**config.mk**
```make
export PLATFORM = sky130hd
export DESIGN_NAME = control_seq
export DESIGN_NICKNAME = d
export VERILOG_FILES = /design/src/rtl/cpu32_ctl_pkg.sv /design/src/rtl/ctl_decode.sv /design/src/rtl/control_seq.sv
export SDC_FILE = /design/constraint.sdc
export NUM_CORES = 1
export LEC_CHECK = 0
export CELL_PAD_IN_SITES_DETAIL_PLACEMENT = 0
export CELL_PAD_IN_SITES_GLOBAL_PLACEMENT = 2
export CORE_UTILIZATION = 33
export CTS_CLUSTER_SIZE = 28
export DETAILED_ROUTE_END_ITERATION = 10
export GPL_TIMING_DRIVEN = 0
export PLACE_DENSITY_LB_ADDON = 0.1
export SETUP_SLACK_MARGIN = 0.15
export SYNTH_ARGS = -nofsm -noshare
export SYNTH_HDL_FRONTEND = slang
export SYNTH_SLANG_ARGS = --single-unit
export TNS_END_PERCENT = 10
```
**constraint.sdc**
```tcl
create_clock -name clk -period 2.7 [get_ports clk]
set_input_delay 0.54 -clock clk [delete_from_list [all_inputs] [get_ports clk]]
set_output_delay 0.54 -clock clk [all_outputs]
set_load 0.01 [all_outputs]
```
**src/rtl/cpu32_ctl_pkg.sv**
```systemverilog
// cpu32_ctl_pkg: shared state encodings, opcode map and fault codes for the cpu32 control sequencer.
package cpu32_ctl_pkg;
   typedef logic [2:0] state_t;
   localparam state_t S_FETCH  = 3'd0;
   localparam state_t S_DECODE = 3'd1;
   localparam state_t S_EXEC   = 3'd2;
   localparam state_t S_MEM    = 3'd3;
   localparam state_t S_WB     = 3'd4;
   localparam state_t S_FAULT  = 3'd5;
   localparam int OP_ALUR = 0;
   localparam int OP_ALUI = 1;
   localparam int OP_LD   = 2;
   localparam int OP_ST   = 3;
   localparam int OP_BR   = 4;
   localparam int OP_BRI  = 5;
   localparam int OP_NUM  = 6;
   localparam logic [1:0] FC_NONE    = 2'd0;
   localparam logic [1:0] FC_ILLEGAL = 2'd1;
   localparam logic [1:0] FC_TMO     = 2'd2;
   localparam logic [3:0] ALU_ADD = 4'b0010;
endpackage

```
**src/rtl/ctl_decode.sv**
```systemverilog
// ctl_decode: combinational state+IR+cond to control word decode.
// Purely registered inputs keep every control output free of input-to-output paths.
module ctl_decode
   import cpu32_ctl_pkg::*;
#(
   parameter int OPW      = 4,
   parameter int FUNCW    = 4,
   parameter int ALUW     = 4,
   parameter int LINK_BIT = 3
) (
   input  logic [2:0]       state_i,
   input  logic [OPW-1:0]   op_i,
   input  logic [FUNCW-1:0] func_i,
   input  logic             cond_i,
   output logic             ifetch_req_o,
   output logic             ram_req_o,
   output logic             ram_rd_o,
   output logic             ram_we_o,
   output logic             regs_we_o,
   output logic             pc_we_o,
   output logic             branch_o,
   output logic             branch_ind_o,
   output logic             d_or_b_o,
   output logic             imm16_o,
   output logic [ALUW-1:0]  alu_func_o
);
   logic is_ld, is_st, is_br, is_bri, act, mem, wb;
   assign is_ld  = op_i == OPW'(OP_LD);
   assign is_st  = op_i == OPW'(OP_ST);
   assign is_br  = op_i == OPW'(OP_BR);
   assign is_bri = op_i == OPW'(OP_BRI);
   assign act    = state_i inside {S_DECODE, S_EXEC, S_MEM, S_WB};
   assign mem    = state_i == S_MEM;
   assign wb     = state_i == S_WB;
   assign ifetch_req_o = state_i == S_FETCH;
   assign ram_req_o    = mem;
   assign ram_rd_o     = mem & is_ld;
   assign ram_we_o     = mem & is_st;
   assign pc_we_o      = wb;
   // Branches write the link register only when taken and the link bit is set.
   assign regs_we_o    = wb & ((op_i <= OPW'(OP_LD)) | ((is_br | is_bri) & cond_i & func_i[LINK_BIT]));
   assign branch_o     = wb & is_br & cond_i;
   assign branch_ind_o = wb & is_bri & cond_i;
   assign d_or_b_o     = act & (op_i == OPW'(OP_ALUI) | is_ld | is_br);
   assign imm16_o      = act & (op_i != '0);
   assign alu_func_o   = !act ? '0 : (is_ld | is_st) ? ALUW'(ALU_ADD) : ALUW'(func_i);
endmodule

```
**src/rtl/control_seq.sv**
```systemverilog
// control_seq: multi-cycle FETCH/DECODE/EXEC/MEM/WB sequencer for cpu32 with
// instruction register, branch condition latch, RAM timeout and illegal-opcode fault trap.
module control_seq
   import cpu32_ctl_pkg::*;
#(
   parameter int OPW      = 4,
   parameter int FUNCW    = 4,
   parameter int ALUW     = 4,
   parameter int LINK_BIT = 3,
   parameter int MEM_TMO  = 15
) (
   input  logic             clk,
   input  logic             rst_n,
   input  logic             ifetch_ack,
   input  logic [OPW-1:0]   ins_opcode,
   input  logic [FUNCW-1:0] ins_opfunc,
   input  logic             adata_zero,
   input  logic             ram_ack,
   output logic             ifetch_req,
   output logic             ram_req,
   output logic             ram_rd,
   output logic             ram_we,
   output logic             regs_we,
   output logic             pc_we,
   output logic             branch,
   output logic             branch_ind,
   output logic             d_or_b,
   output logic             imm16,
   output logic [ALUW-1:0]  alu_func,
   output logic             fault,
   output logic [1:0]       fault_code
);
   state_t           state_q, state_d;
   logic [OPW-1:0]   op_q, op_d;
   logic [FUNCW-1:0] func_q, func_d;
   logic             cond_q, cond_d;
   logic [7:0]       tmo_q, tmo_d, tmo_inc;
   logic             fault_q, fault_d;
   logic [1:0]       code_q, code_d;
   assign tmo_inc = tmo_q + 8'd1;
   always_comb begin
      state_d = state_q;
      op_d    = op_q;
      func_d  = func_q;
      cond_d  = cond_q;
      tmo_d   = tmo_q;
      fault_d = fault_q;
      code_d  = code_q;
      case (state_q)
         S_FETCH: if (ifetch_ack) begin
            op_d    = ins_opcode;
            func_d  = ins_opfunc;
            state_d = S_DECODE;
         end
         S_DECODE: begin
            cond_d  = (func_q[0] & adata_zero) | (func_q[1] & ~adata_zero);
            fault_d = op_q >= OPW'(OP_NUM);
            code_d  = fault_d ? FC_ILLEGAL : FC_NONE;
            state_d = fault_d ? S_FAULT : S_EXEC;
         end
         S_EXEC: state_d = (op_q == OPW'(OP_LD) || op_q == OPW'(OP_ST)) ? S_MEM : S_WB;
         // An ack on the final allowed cycle still completes the access.
         S_MEM: begin
            tmo_d   = ram_ack ? 8'd0 : tmo_inc;
            fault_d = !ram_ack && tmo_inc == 8'(MEM_TMO);
            code_d  = fault_d ? FC_TMO : code_q;
            state_d = ram_ack ? S_WB : fault_d ? S_FAULT : S_MEM;
         end
         S_WB: state_d = S_FETCH;
         default: state_d = S_FAULT;
      endcase
   end
   always_ff @(posedge clk or negedge rst_n) begin
      if (!rst_n) begin
         state_q <= S_FETCH;
         op_q    <= '0;
         func_q  <= '0;
         cond_q  <= 1'b0;
         tmo_q   <= '0;
         fault_q <= 1'b0;
         code_q  <= FC_NONE;
      end else begin
         state_q <= state_d;
         op_q    <= op_d;
         func_q  <= func_d;
         cond_q  <= cond_d;
         tmo_q   <= tmo_d;
         fault_q <= fault_d;
         code_q  <= code_d;
      end
   end
   assign fault      = fault_q;
   assign fault_code = code_q;
   ctl_decode #(.OPW(OPW), .FUNCW(FUNCW), .ALUW(ALUW), .LINK_BIT(LINK_BIT)) u_dec (
      .state_i      (state_q),
      .op_i         (op_q),
      .func_i       (func_q),
      .cond_i       (cond_q),
      .ifetch_req_o (ifetch_req),
      .ram_req_o    (ram_req),
      .ram_rd_o     (ram_rd),
      .ram_we_o     (ram_we),
      .regs_we_o    (regs_we),
      .pc_we_o      (pc_we),
      .branch_o     (branch),
      .branch_ind_o (branch_ind),
      .d_or_b_o     (d_or_b),
      .imm16_o      (imm16),
      .alu_func_o   (alu_func)
   );
endmodule

```
Word-level counts from Yosys, hierarchy flattened
Index checks and enable logic that the tools add are counted.
- add/subtract/negate cells: 1
- multiply operators: 0
- div/mod/pow operators: 0
- order comparisons: 2
- equal/unequal tests: 12
- shifts and indexed selects: 0
- multiplexer cells: 13
- bitwise logic cells: 20
- reduce and logical (&&, ||, !) cells: 9
- operators with widths (kind ; count):
    $mux W3 ; 5
    $pmux W3 S5 ; 1
    $and A1 B1 Y1 ; 13
    $add A8 B1 Y8 const B ; 1
    $eq A4 B2 Y1 const B ; 2
    $eq A4 B3 Y1 const B ; 2
    $eq A8 B4 Y1 const B ; 1
    $mux W4 ; 2
    $mux W8 ; 1
    $reduce_bool A4 Y1 ; 2
    $eq A3 B2 Y1 const B ; 2
    $or A1 B1 Y1 ; 6
    $eq A4 B1 Y1 const B ; 1
    $ge A4 B3 Y1 const B ; 1
    $le A4 B2 Y1 const B ; 1
    $ne A2 B2 Y1 const B ; 2
    $pmux W2 S2 ; 1
    $reduce_and A2 Y1 ; 2
    $eq A3 B1 Y1 const B ; 1
    $eq A3 B3 Y1 const B ; 1
    $logic_not A3 Y1 ; 1
    $mux W2 ; 1
    $pmux W1 S2 ; 1
    $reduce_bool A2 Y1 ; 1
    other kinds (5) ; 5
- register bits: 23
- latch bits: 0
- RAM bits: 0
- bits in read-only memories: 0
- bits of input ports: 13
- output and inout port bits: 17
- logic and storage cells: 64
- memories kept: 0

Depth between registers and ports, before layout
Gate-level depths: netlist of run 1.
- depth in word-level cells: 6
- gate-level depth with buffers: 6
- mapped depth without buffers: 5

Hierarchy
From an unflattened synthesis of run 1, not the netlist that was laid out.
- cell total of the unflattened synthesis: 143
- area total of the unflattened synthesis: 1361.3 um^2
- modules (own cells, without submodules) (module ; instances ; cells each ; area each (um^2) ; seq. area each (um^2)):
    control_seq ; 1 ; 115 ; 1172.4 ; 575.6
    ctl_decode ; 1 ; 28 ; 188.9 ; 0.0

Worst setup path after synthesis of run 1
OpenSTA, ideal clock, no wires.
- kind: flip-flop to output port
- from: register state_q[1]
- to: output port regs_we
- data arrival time: 1.314 ns
- slack: 0.846 ns
- cell stages (with the launch flop): 6
- buffers on the path: 1
- cell sequence: dfrtp_1 -> buf_4 -> nor3b_2 -> nand4b_1 -> o21ai_1 -> o2bb2ai_1
- word-level cells in the longest chain between the ends: 2
- RTL lines (item ; line ; RTL):
    from (decl) ; control_seq.sv:33 ; state_t state_q, state_d;
    from (signal assigned) ; control_seq.sv:83 ; state_q <= state_d;
    $eq A3 B3 Y1 ; ctl_decode.sv:34 ; assign wb = state_i == S_WB;
    net pc_we ; control_seq.sv:24 ; output logic pc_we,
    $and A1 B1 Y1 ; ctl_decode.sv:41 ; assign regs_we_o = wb & ((op_i <= OPW'(OP_LD)) | ((is_br | is_bri) & cond_i & func_i[LINK_BIT]));
    to (decl) ; control_seq.sv:23 ; output logic regs_we,
The timed path passes the listed nets, and every way through them passes these cells.

Worst setup path in the final report of run 1
- from: register state_q[2]
- to: output port ram_rd
- word-level cells in the longest chain between the ends: 2
- RTL lines (item ; line ; RTL):
    $eq A3 B2 Y1 ; ctl_decode.sv:33 ; assign mem = state_i == S_MEM;
    $and A1 B1 Y1 ; ctl_decode.sv:37 ; assign ram_rd_o = mem & is_ld;
    to (decl) ; control_seq.sv:21 ; output logic ram_rd,
Every way passes these cells.

==> flow_metrics.py, run 1 <==
metrics = {
    "timing": {
        "whs_ps": 489,
        "finalSetupViolCount": 0,
        "fmaxAchievable_mhz": 393,
        "hold_violations": 0,
        "drv_slew": 0,
        "period_needed_ps": 2540,
        "rsz0062_at_grt": "yes",
        "period_share_pct": 94.2,
        "finClkSkew_ps": 3.23,
        "max-slew-margin-rel_pct": 27.0,
        "finalSetupTns_ps": 0,
        "worst-slew-pin-transition_ps": 1090,
    },
    "logic_synthesis": {
        "synth.avg_cell_area_sq_um": 9.45,
        "synth_seq_area_share_pct": 40.4,
        "synth_area_leaders": "dfrtp_1 (40%), nand2_1 (4.2%), mux2_2 (3.9%), nor2_1 (3.7%), nor3_1 (3.5%)",
        "syn_inst": 151,
        "synth_fp_nets": 166,
        "ys_types": 42,
        "synth_top_area_cell": "dfrtp_1",
        "netlist_area_sq_mm": 0.00143,
        "synth_top_cell_area_share_pct": 40.4,
        "ys_ff_latch": 23,
        "yosys_warnings": 0,
    },
    "route": {
        "antenna_left": 0,
        "detail_route.first_pass.iterations": 4,
        "drc": 0,
        "wl_um": 3310,
        "wire_per_inst_um": 14.2,
        "vias": 1183,
        "avgViaCountPerCell": 5.08,
        "dr.first_iter.drc_count": 60,
    },
    "setup_path": {
        "slowest_delay_ps": 560,
        "crit_chain": "buf_4 > nand3b_4 > buf_4 > nor3_1 > clkdlybuf4s50_1",
        "crit_fanout": 10,
        "crit_family": "buffers and inverters",
        "crit_path_start_kind": "register",
        "r2r_slack_ps": 1050,
        "arrival_ps": 2000,
        "end_kind": "primary output",
        "cp.required_ps": 2160,
        "worstSetupPathType": "register to primary output",
        "cpMaxStageDelayCell": "clkdlybuf4s50_1",
        "cp_common_cell": "buf_4",
        "path_buf_inv": 3,
    },
    "finish": {
        "nets": 199,
        "syn2layout_area_growth_pct": 29.6,
        "antennaDiodeCount": 0,
        "drive_above_1_share_pct": 15.8,
    },
    "power_and_ir_drop": {
        "power_leakage_nw": 0.906,
        "power_density_mw_per_mm2": 1050,
        "ir_drop_uv": 441,
    },
    "floorplanning": {
        "rows": 23,
        "die-height_um": 67.7,
        "die_w_um": 67.7,
        "initial_core_util_pct": 34.9,
        "core_area_sq_mm": 0.00409,
        "io_pins": 30,
        "dieArea_sq_mm": 0.00459,
    },
    "worst_hold_path": {
        "hp-class": "register to register",
    },
    "clock_network": {
        "clk_latency_ps": 260,
        "ctsRootBufferMaster": "clkbuf_8",
        "cts_sinks": 23,
        "cts_tree": "built",
        "clk_pin_slew_ps": 90,
        "clockBufferDepth": 2,
        "cts_inserted_buffers": 3,
        "htree_levels": 1,
        "post_cts_buffers": 0,
    },
    "place": {
        "dp_hpwl_um": 2530,
        "place_congestion": 0.750,
        "numPortBuffers": 28,
    },
    "grt": {
        "met3_usage_pct": 4.05,
        "grt_pass1_vias": 1123,
        "gr-usage-met1_pct": 21.3,
        "grt-ovfl-total": 0,
        "antenna_found_initial": 0,
        "grtUsageTotal_pct": 16.7,
        "grt-busiest-layer": "met2",
        "grt_max_degree": 24,
        "met2_usage_pct": 28.6,
        "grt_pass1_wl_um": 5620,
    },
    "run": {
        "maxCapViolCount": 0,
    },
    "run_status": {
        "status": "complete, no violations",
    },
}
cell usage after synthesis (all sizes together):
cell     number
inv           6
a21oi         8
a22oi         1
nor3         12
o22ai         1
o2bb2ai       1
mux2          5
nor2         14
nand2b        4
o32ai         1
nor4          2
o31ai         1
nand4b        1
a31oi         1
buf           9
nand2        16
ha            2
xor2          1
dfrtp        23
and3          5
o21bai        1
a211o         1
clkinv        1
o31a          1
nor3b         2
o22a          1
nand3b        1
clkbuf        1
a21o          1
mux2i         4
xnor2         4
a311o         1
nand3         6
o21ai        12
worst paths after layout:
| path | start | end | cells after the start |
|---|---|---|---|
| setup / recovery | state_q[2]$_DFFE_PN0P_ | ram_rd | 5 |
| hold / removal | fault_code[1]$_DFFE_PN0P_ | fault_code[1]$_DFFE_PN0P_ | 1 |
| setup reg to reg | tmo_q[0]$_DFFE_PN0P_ | state_q[2]$_DFFE_PN0P_ | 4 |
| hold reg to reg | fault_code[1]$_DFFE_PN0P_ | fault_code[1]$_DFFE_PN0P_ | 1 |
| max in group asynchronous | rst_n | state_q[0]$_DFFE_PN0P_ | 1 |
| min in group asynchronous | rst_n | func_q[3]$_DFFE_PN0P_ | 1 |
layer usage:
layer | part of all wire [%] | up-vias
met5 | 0 | -
met4 | 0 | 0
met2 | 51 | 32
met3 | 4.3 | 0
li1 | - | 593
met1 | 45 | 558
state kept, by name (all words and copies together), names as in the netlist:
| signal | flops |
|---|---|
| tmo_q | 8 |
| state_q | 3 |
| fault_code | 2 |
| fault | 1 |
| op_q | 4 |
| cond_q | 1 |
| func_q | 4 |
where the power goes:
group | internal (mW) | switching [mW]
logic | 0.568 | 0.560
clock network | 0.105 | 0.113
registers | 0.475 | 0.124
total | 1.15 | 0.797
stage by stage:
stage          instances  instance area (sq um)  utilization, %  setup WS [ps]  total power, mW
3_5_place_dp         229                   1770            43.3            262             1.73
5_1_grt              233                   1850            45.3           29.2             2.12
3_3_place_gp         229                   1770            43.3            288             1.72
6_report             233                   1850            45.3            157             1.94
4_1_cts              233                   1820            44.6           30.0             1.97
2_1_floorplan        151                   1430               -            846             1.33
worst register-to-register path: stages (launching register included):
cell and delay [ps]:
dfrtp_1 440, ha_1 290, xnor2_1 360, nor3_2 100, a311o_1 360
logic make-up (layout without fill, tap and decap cells):
family | Yosys count | after routing | share of synthesized area [%]
compound gates | 32 | 32 | 13.8
xor+xnor | 5 | 5 | 4.39
fa+ha+maj | 2 | 2 | 1.75
buf+inv | 17 | 49 | 7.54
flops | 23 | 23 | 40.4
mux | 9 | 9 | 6.75
simple gates | 63 | 63 | 25.4
cells in the final DEF, fill, tap and decap left out, types with 5 or more instances in the layout:
master and instances:
o21ai_0 10, clkdlybuf4s50_1 20, mux2_2 5, nor2_1 13
buf_4 5, nor3_1 10, dfrtp_1 22, dlymetal6s2s_1 7
nand2_1 16, inv_1 6, a21oi_1 8, nand3_1 6
final cells by class:
class | instances | area (sq um)
Multi-Input combinational cell | 111 | 757
Inverter | 7 | 31.3
Clock buffer | 4 | 45.0
Tap cell | 50 | 62.6
Fill cell | 403 | 2240
Sequential cell | 23 | 577
Buffer | 10 | 80.1
Timing Repair Buffer | 28 | 297
repair_timing:
item / 4_1_cts / 5_1_grt
pin swaps: 1 / 0
endpoints found under the setup margin: 11 / 10
hold buffers: 0 / 0
gates resized for setup: 4 / 11
Note: power is estimated with default switching activity, not from simulation.
==> run 2, diff against run 1 <==
--- a/config.mk
+++ b/config.mk
@@ -7,7 +7,7 @@
 export LEC_CHECK = 0
 export CELL_PAD_IN_SITES_DETAIL_PLACEMENT = 0
 export CELL_PAD_IN_SITES_GLOBAL_PLACEMENT = 2
-export CORE_UTILIZATION = 33
+export CORE_UTILIZATION = 31
 export CTS_CLUSTER_SIZE = 28
 export DETAILED_ROUTE_END_ITERATION = 10
 export GPL_TIMING_DRIVEN = 0
==> constraint.sdc (replaced) <==
create_clock -name clk -period 2.75 [get_ports clk]
set_input_delay 0.55 -clock clk [delete_from_list [all_inputs] [get_ports clk]]
set_output_delay 0.55 -clock clk [all_outputs]
set_load 0.01 [all_outputs]
==> run 2 against run 1 <==
  * Sequential share of layout area increased by 0.34 points
  * Cell count increased by 0.86%
  * Die area increased by 6.3%
  * Final area decreased by 1.1%
  * Via count decreased by 1.7%
  * Core utilization decreased by 3.5 points
  * First-iteration DRC count decreased by 12%
  * Critical path type unchanged
  * Combinational power about the same
  * Largest power group unchanged
==> flow_metrics.py, run 2 (same netlist as run 1, synthesis figures left out) <==
metrics = {
    "worst_hold_path": {
        "holdPathEnd": "fault_code[1]$_DFFE_PN0P_",
        "hp-start": "fault_code[1]$_DFFE_PN0P_",
        "hold_depth": 1,
        "hp-class": "register to register",
    },
    "power_and_ir_drop": {
        "total_power_mw": 1.92,
        "ir_drop_uv": 386,
        "power_leakage_nw": 0.803,
        "power_density_mw_per_mm2": 1050,
    },
    "clock_network": {
        "htree_levels": 1,
        "clk_latency_ps": 260,
        "clockBufferDepth": 2,
        "ctsRootBufferMaster": "clkbuf_8",
        "cts_sinks": 23,
        "cts_tree": "built",
        "cts_hold_buf": 0,
        "cts_inserted_buffers": 3,
        "clk_pin_slew_ps": 80,
    },
    "place": {
        "place_congestion": 0.741,
        "dp_slack_ps": 290,
        "dp_hpwl_um": 2540,
        "numPortBuffers": 28,
        "dp_cells": 231,
        "dpl-instance-area_sq_mm": 0.00177,
    },
    "grt": {
        "grt_pass1_vias": 1184,
        "grt-ovfl-total": 0,
        "grt_pass1_wl_um": 5710,
        "grt_max_degree": 24,
        "antenna_found_initial": 0,
        "grtUsageTotal_pct": 14.7,
    },
    "setup_path": {
        "arrival_ps": 2070,
        "rr_worst_depth": 4,
        "worstSetupPathType": "register to primary output",
        "reg2reg_from": "tmo_q[0]$_DFFE_PN0P_",
        "cp.required_ps": 2200,
        "crit_path_start_kind": "register",
        "r2r_end": "state_q[2]$_DFFE_PN0P_",
        "end_kind": "primary output",
        "r2r_slack_ps": 1110,
        "crit_fanout": 10,
    },
    "route": {
        "wl_um": 3400,
        "vias": 1163,
        "drc": 0,
        "wire_per_inst_um": 14.5,
        "avgViaCountPerCell": 4.95,
        "dr.first_iter.drc_count": 53,
        "detail_route.first_pass.iterations": 4,
        "antenna_left": 0,
    },
    "timing": {
        "period_needed_ps": 2620,
        "rsz0062_at_grt": "yes",
        "finalSetupTns_ps": 0,
        "worst-slew-pin-transition_ps": 1120,
        "fmaxAchievable_mhz": 381,
        "max-slew-margin-rel_pct": 25.3,
        "hold_violations": 0,
        "drv_slew": 0,
        "finClkSkew_ps": 2.09,
        "period_share_pct": 95.4,
        "setup_slack_ps": 126,
        "finalSetupViolCount": 0,
        "whs_ps": 493,
    },
    "finish": {
        "nFillCells": 442,
        "drive_above_1_share_pct": 15.8,
        "largestRegisters": "tmo_q (8), func_q (4), op_q (4)",
        "antennaDiodeCount": 0,
        "finalNonFillerCells": 235,
        "post-route-util_pct": 41.7,
        "final_cell_mix": "clkdlybuf4s50_1 (26), dfrtp_1 (22), nand2_1 (16), nor2_1 (13)",
        "fin_area_sq_mm": 0.00183,
        "syn2layout_area_growth_pct": 28.2,
        "largest_reg_flops": 8,
        "nets": 199,
        "mostFrequentLayoutCell": "clkdlybuf4s50_1",
        "regMostFlops": "tmo_q",
    },
    "floorplanning": {
        "die-height_um": 69.8,
        "rows": 24,
        "io_pins": 30,
        "initial_core_util_pct": 32.5,
        "core_area_sq_mm": 0.00438,
        "dieArea_sq_mm": 0.00488,
        "die_w_um": 69.8,
    },
    "run": {
        "maxCapViolCount": 0,
    },
    "run_status": {
        "status": "complete, no violations",
    },
}
==> run 2: cell types whose count changed in the layout (fill, tap and decap cells not counted), sizes merged <==
cell,before,now
dlymetal6s2s,7,1
clkdlybuf4s50,20,26
==> run 2: critical path, stage by stage (launching register included) <==
cell and delay (ps):
dfrtp_2 480, buf_4 190, nor2_2 200, xor2_1 160
nor3_1 210, clkdlybuf4s50_1 570
==> run 2: worst max-delay path by stage <==
stage | start | endpoint | slack (ps) | cells past startpoint
after floorplan | state_q[1]$_DFFE_PN0P_ | regs_we | 890 | 5
after global placement | state_q[1]$_DFFE_PN0P_ | regs_we | 290 | 6
after detailed placement | state_q[0]$_DFFE_PN0P_ | d_or_b | 290 | 5
after CTS | state_q[0]$_DFFE_PN0P_ | d_or_b | 70 | 5
after global routing | state_q[0]$_DFFE_PN0P_ | d_or_b | 8 | 5
final | state_q[0]$_DFFE_PN0P_ | d_or_b | 130 | 5
==> run 2: report_power, final <==
group | total (mW) | internal [mW] | switching (mW)
clock network | 0.213 | 0.103 | 0.110
logic | 1.12 | 0.563 | 0.557
registers | 0.587 | 0.466 | 0.121
total | 1.92 | 1.13 | 0.788
==> run 2: metal layers <==
layer  up-vias  wire length (um)  track usage, %
met1       543              1560            18.3
li1        595                 -               -
met4         0                34            3.33
met2        21              1680            25.1
met3         4               132            4.22
met5         -                 0               0
==> run 2: cell type report <==
cell class	instances	area [sq um]	share of cell area, %
plain buffers	10	77.6	4.24
clock buffers	4	45.0	2.46
inverters	7	31.3	1.71
multi-input cells	111	752	41.1
flip-flops and latches	23	577	31.5
well taps	52	65.1	3.56
repair buffers	28	282	15.4
==> run 2: timing repair <==
action / in CTS / in global routing
buffers inserted: 0 / 0
cloned: 0 / 0
resized for setup: 4 / 2
setup endpoints to repair: 11 / 10
pin swaps: 1 / 1
